File: src/rtl/writeback_stage.sv
// writeback_stage: final MIPS stage; waits for load data, extends it and drives the register-file write port.
// Optional WB_RETIRE_CNT_EN adds retire_count, a count of COMMIT cycles.
module writeback_stage #(
    parameter int DATA_W      = 32,
    parameter int REG_AW      = 5,
    parameter bit ZERO_REG_WR = 1'b0
) (
    input  logic              clk,
    input  logic              rst_n,
    input  logic              in_valid,
    output logic              in_ready,
    input  logic              in_reg_write,
    input  logic [REG_AW-1:0] in_wr_reg,
    input  logic              in_is_load,
    input  logic [1:0]        in_load_size,
    input  logic              in_load_unsigned,
    input  logic [DATA_W-1:0] in_alu_result,
    input  logic              mem_rvalid,
    input  logic [DATA_W-1:0] mem_rdata,
    output logic              wb_reg_write,
    output logic [REG_AW-1:0] wb_wr_reg,
    output logic [DATA_W-1:0] wb_wr_data,
`ifdef WB_RETIRE_CNT_EN
    output logic [31:0]       retire_count,
`endif
    output logic              wb_busy
);
    typedef enum logic [1:0] {IDLE, WAIT_MEM, COMMIT} state_t;
    state_t state, state_d;
    logic              accept;
    logic [REG_AW-1:0] pend_reg, wr_reg_q;
    logic              pend_rw, pend_uns, commit_rw;
    logic [1:0]        pend_size, pend_lane;
    logic [DATA_W-1:0] data_q, ld_data;
    logic [7:0]        ld_byte;
    logic [15:0]       ld_half;
    assign accept       = in_valid && in_ready;
    assign in_ready     = state != WAIT_MEM;
    assign wb_busy      = state == WAIT_MEM;
    assign wb_wr_reg    = wr_reg_q;
    assign wb_wr_data   = data_q;
    assign wb_reg_write = state == COMMIT && commit_rw && (wr_reg_q != '0 || ZERO_REG_WR);
    // Lane select is little-endian; half loads ignore addr[0].
    assign ld_byte = mem_rdata[{pend_lane, 3'b000} +: 8];
    assign ld_half = pend_lane[1] ? mem_rdata[31:16] : mem_rdata[15:0];
    assign ld_data = pend_size == 2'b00 ? {{(DATA_W-8){ld_byte[7] & ~pend_uns}}, ld_byte} :
                     pend_size == 2'b01 ? {{(DATA_W-16){ld_half[15] & ~pend_uns}}, ld_half} :
                     mem_rdata;
    always_comb begin
        state_d = IDLE;
        if (state == WAIT_MEM)
            state_d = mem_rvalid ? COMMIT : WAIT_MEM;
        else if (accept)
            state_d = in_is_load ? WAIT_MEM : COMMIT;
    end
    // Pending load fields live apart from the output registers so wb_wr_* hold during the wait.
    always_ff @(posedge clk or negedge rst_n) begin
        if (!rst_n) begin
            state     <= IDLE;
            wr_reg_q  <= '0;
            data_q    <= '0;
            commit_rw <= 1'b0;
            pend_reg  <= '0;
            pend_rw   <= 1'b0;
            pend_uns  <= 1'b0;
            pend_size <= 2'b00;
            pend_lane <= 2'b00;
        end else begin
            state <= state_d;
            if (accept && !in_is_load) begin
                wr_reg_q  <= in_wr_reg;
                data_q    <= in_alu_result;
                commit_rw <= in_reg_write;
            end
            if (accept && in_is_load) begin
                pend_reg  <= in_wr_reg;
                pend_rw   <= in_reg_write;
                pend_uns  <= in_load_unsigned;
                pend_size <= in_load_size;
                pend_lane <= in_alu_result[1:0];
            end
            if (state == WAIT_MEM && mem_rvalid) begin
                wr_reg_q  <= pend_reg;
                data_q    <= ld_data;
                commit_rw <= pend_rw;
            end
        end
    end
`ifdef WB_RETIRE_CNT_EN
    always_ff @(posedge clk or negedge rst_n) begin
        if (!rst_n)
            retire_count <= '0;
        else if (state == COMMIT)
            retire_count <= retire_count + 32'd1;
    end
`endif
endmodule

File: config.mk
export PLATFORM = sky130hd
export DESIGN_NAME = writeback_stage
export DESIGN_NICKNAME = d
export VERILOG_FILES = /design/src/rtl/writeback_stage.sv
export SDC_FILE = /design/constraint.sdc
export NUM_CORES = 1
export LEC_CHECK = 0
export ABC_AREA = 1
export CAP_MARGIN = 40
export CORE_MARGIN = 2
export CORE_UTILIZATION = 25
export CTS_CLUSTER_SIZE = 28
export DETAILED_ROUTE_END_ITERATION = 6
export PLACE_DENSITY = 0.57
export SLEW_MARGIN = 0
export SYNTH_ARGS = -nofsm -noshare
export SYNTH_HDL_FRONTEND = slang
export SYNTH_SLANG_ARGS = --single-unit
File: constraint.sdc
create_clock -name clk -period 1.9 [get_ports clk]
set_input_delay 0.38 -clock clk [delete_from_list [all_inputs] [get_ports clk]]
set_output_delay 0.38 -clock clk [all_outputs]
set_load 0.1 [all_outputs]
==> impl_metrics.tcl <==
set metrics [dict create \
    cts_tree "done" \
    synth-simple-area-share 0.3878 \
    synth_ff_type "dfrtp_1" \
    ys_types 27 \
    start_util 0.2567 \
    avgSynthCellArea_um2 6.786 \
    placed_cell_area_um2 5135 \
    clk_latency_ps 290 \
    hpwl_mm 8.755 \
    drtAntennaViolNets 0 \
    routed-wl-met2_mm 5.239 \
    cts.clk_slew.worst_paths_ps 70 \
    synth.cell_area_um2 3413 \
    synth-xor-area-share 0 \
    fmaxAchievable_mhz 584.5 \
    finalPower_mw 6.495 \
    drt_iter0_markers 172 \
    antenna_found_initial 0 \
    clockBufferDepth 2 \
    ys_ff_latch 51 \
    io_pins 118 \
    finalWeightedCongestion 0.8500 \
    synth_compound_area_frac 0.1136 \
    cts_buffers 5 \
    slew_viol_final 0 \
    routed-wl-met3_um 974 \
    synth_mux_area_frac 0.009897 \
    grt_pass1_vias 3593 \
    yosysWarnings 0 \
    drt-total-wl_mm 11.01 \
    cts_resized 0 \
    ir_worst_vdd_uv 702.8 \
    arrival_ps 1330 \
    postCtsSetupRepairBufs 0 \
    p_per_area_nw_per_um2 1219 \
    drv_cap 0 \
    critPathMaxFanout 2 \
    grt_max_degree 34 \
    rrSetupSlack_ps 240 \
    routed_via_density 4.451 \
    hold_violations 0 \
    wire_per_inst_um 13.94 \
    report.final.setup_viol 0 \
    diodes 0 \
    drc_errors 0 \
    grt_pass1_wl_mm 18.26 \
    min_period_over_period 0.9005 \
    p_leak_nw 2.583 \
    vias 3516 \
    finalClockSkew_ps 3.255 \
    synthToLayoutAreaGrowth_pct 56.09 \
    hold_buffers 0 \
    grt_setup_unrepaired "no" \
    hp-class "input pin to asynchronous set/reset pin" \
    portBuffers 117 \
    largest_register_ffs 32 \
    drive_gt1_frac 0.1612 \
    final_area_um2 5328 \
    utilization 0.4007 \
    clkSinkCount 51 \
    finish.net_count 691 \
    coreArea_um2 13300 \
    worst_slew_pin_slew_ps 534.0 \
    syn_nets 581 \
    cts_root_buf "clkbuf_16" \
    timing.setup.critical_path_class "flip-flop to primary output" \
    synth_edf_count 0 \
    synth_top_family_by_area "simple AND/OR/NAND/NOR gates" \
    async_flop_share 1.000 \
    cp-start-kind "flip-flop" \
    drt_first_pass_iters 4 \
    top_layer "met4" \
    h-tree-depth 2 \
    rows 42 \
    synth-seq-area-share 0.3739 \
    period_needed_ps 1711 \
    outcome "completed" \
    synthAdderAreaFrac 0 \
    endpoint_kind "primary output" \
    die_y_um 120.8 \
    syn_inst 503 \
    overflow 0 \
    die_w_um 120.8 \
    track_usage 0.1549 \
    worstPathRequired_ps 1520 \
    relSlewSlack 0.6440 \
    die_area_um2 14600 \
    wl_met1_mm 4.771 \
    hold_ws_ps 65.78 \
]
## power by group
part / internal (mW) / switching, mW
logic: 1.28 / 2.42
registers: 1.35 / 0.279
clock network: 0.755 / 0.411
total: 3.39 / 3.11
## cells by family after synthesis
kind of cell | count (synthesis)
flip-flops | 51
AND/OR/NAND/NOR | 304
buffers and inverters | 84
multiplexers | 3
AO/OA/AOI/OAI | 61
## final cells by class
| type | count | area [um2] |
|---|---|---|
| clock buffer | 5 | 125.1 |
| sequential | 51 | 1282 |
| clock inverter | 3 | 67.56 |
| fill | 1351 | 7968 |
| inverter | 58 | 230.2 |
| tap | 176 | 220.2 |
| multi-input combinational | 368 | 1745 |
| timing repair buffer | 129 | 1657 |
## cells in the mapped netlist (3+ instances only)
cell	n	share of area
a21oi_1	11	0.016
buf_2	12	0.018
buf_4	3	0.0066
buf_6	6	0.020
clkbuf_1	5	0.0055
dfrtp_1	51	0.37
inv_1	48	0.053
inv_2	9	0.0099
mux2_2	3	0.0099
nand2_1	191	0.21
nand2_2	13	0.024
nand3_1	65	0.095
nor2_1	27	0.030
o211ai_1	5	0.011
o21a_1	25	0.055
o21ai_0	16	0.023
## stage by stage
| step | setup TNS (ps) | std cells | worst slack [ps] |
|---|---|---|---|
| after floorplan | -4.293 | 503 | -4.293 |
| after global placement | 0 | 782 | 82.54 |
| after detailed placement | 0 | 782 | 49.97 |
| after CTS | 0 | 790 | 173.1 |
| after global routing | 0 | 790 | 87.90 |
| final | 0 | 790 | 189.1 |
## worst max-delay path, cell delays in order, from the launching register on
cell	delay [ps]
dfrtp_2	410
inv_1	70
nand3_1	80
o31ai_1	200
inv_1	110
buf_12	180
## cells in the final DEF (no fill, tap or decap), types with 3 or more instances in the layout
master / n
mux2_2: 3
buf_4: 12
o21a_1: 25
nand3_1: 65
clkdlybuf4s50_1: 76
clkbuf_16: 5
nand2_2: 13
inv_2: 8
nor2_1: 27
dfrtp_2: 5
a21oi_1: 11
inv_1: 48
dfrtp_1: 46
o21ai_0: 16
nand2_1: 191
buf_12: 40
o211ai_1: 5
## path summary, 6_finish.rpt
path                              startpoint  cells past startpoint             end
max in group asynchronous              rst_n                      2  wb_wr_data[28]
min in group clk                 pend_reg[2]                      2     pend_reg[2]
worst max register to register  pend_size[0]                      6   wb_wr_data[7]
worst min-delay path                   rst_n                      1     pend_reg[2]
worst min register to register   pend_reg[2]                      2     pend_reg[2]
worst max-delay path            wb_wr_reg[2]                      5    wb_reg_write
## layer usage
layer,GRT usage,up-vias
met5,0,-
met2,0.2623,108
met1,0.1959,1608
li1,-,1798
met4,0.01817,0
met3,0.05330,2
Power figures use the tool's default switching activity.
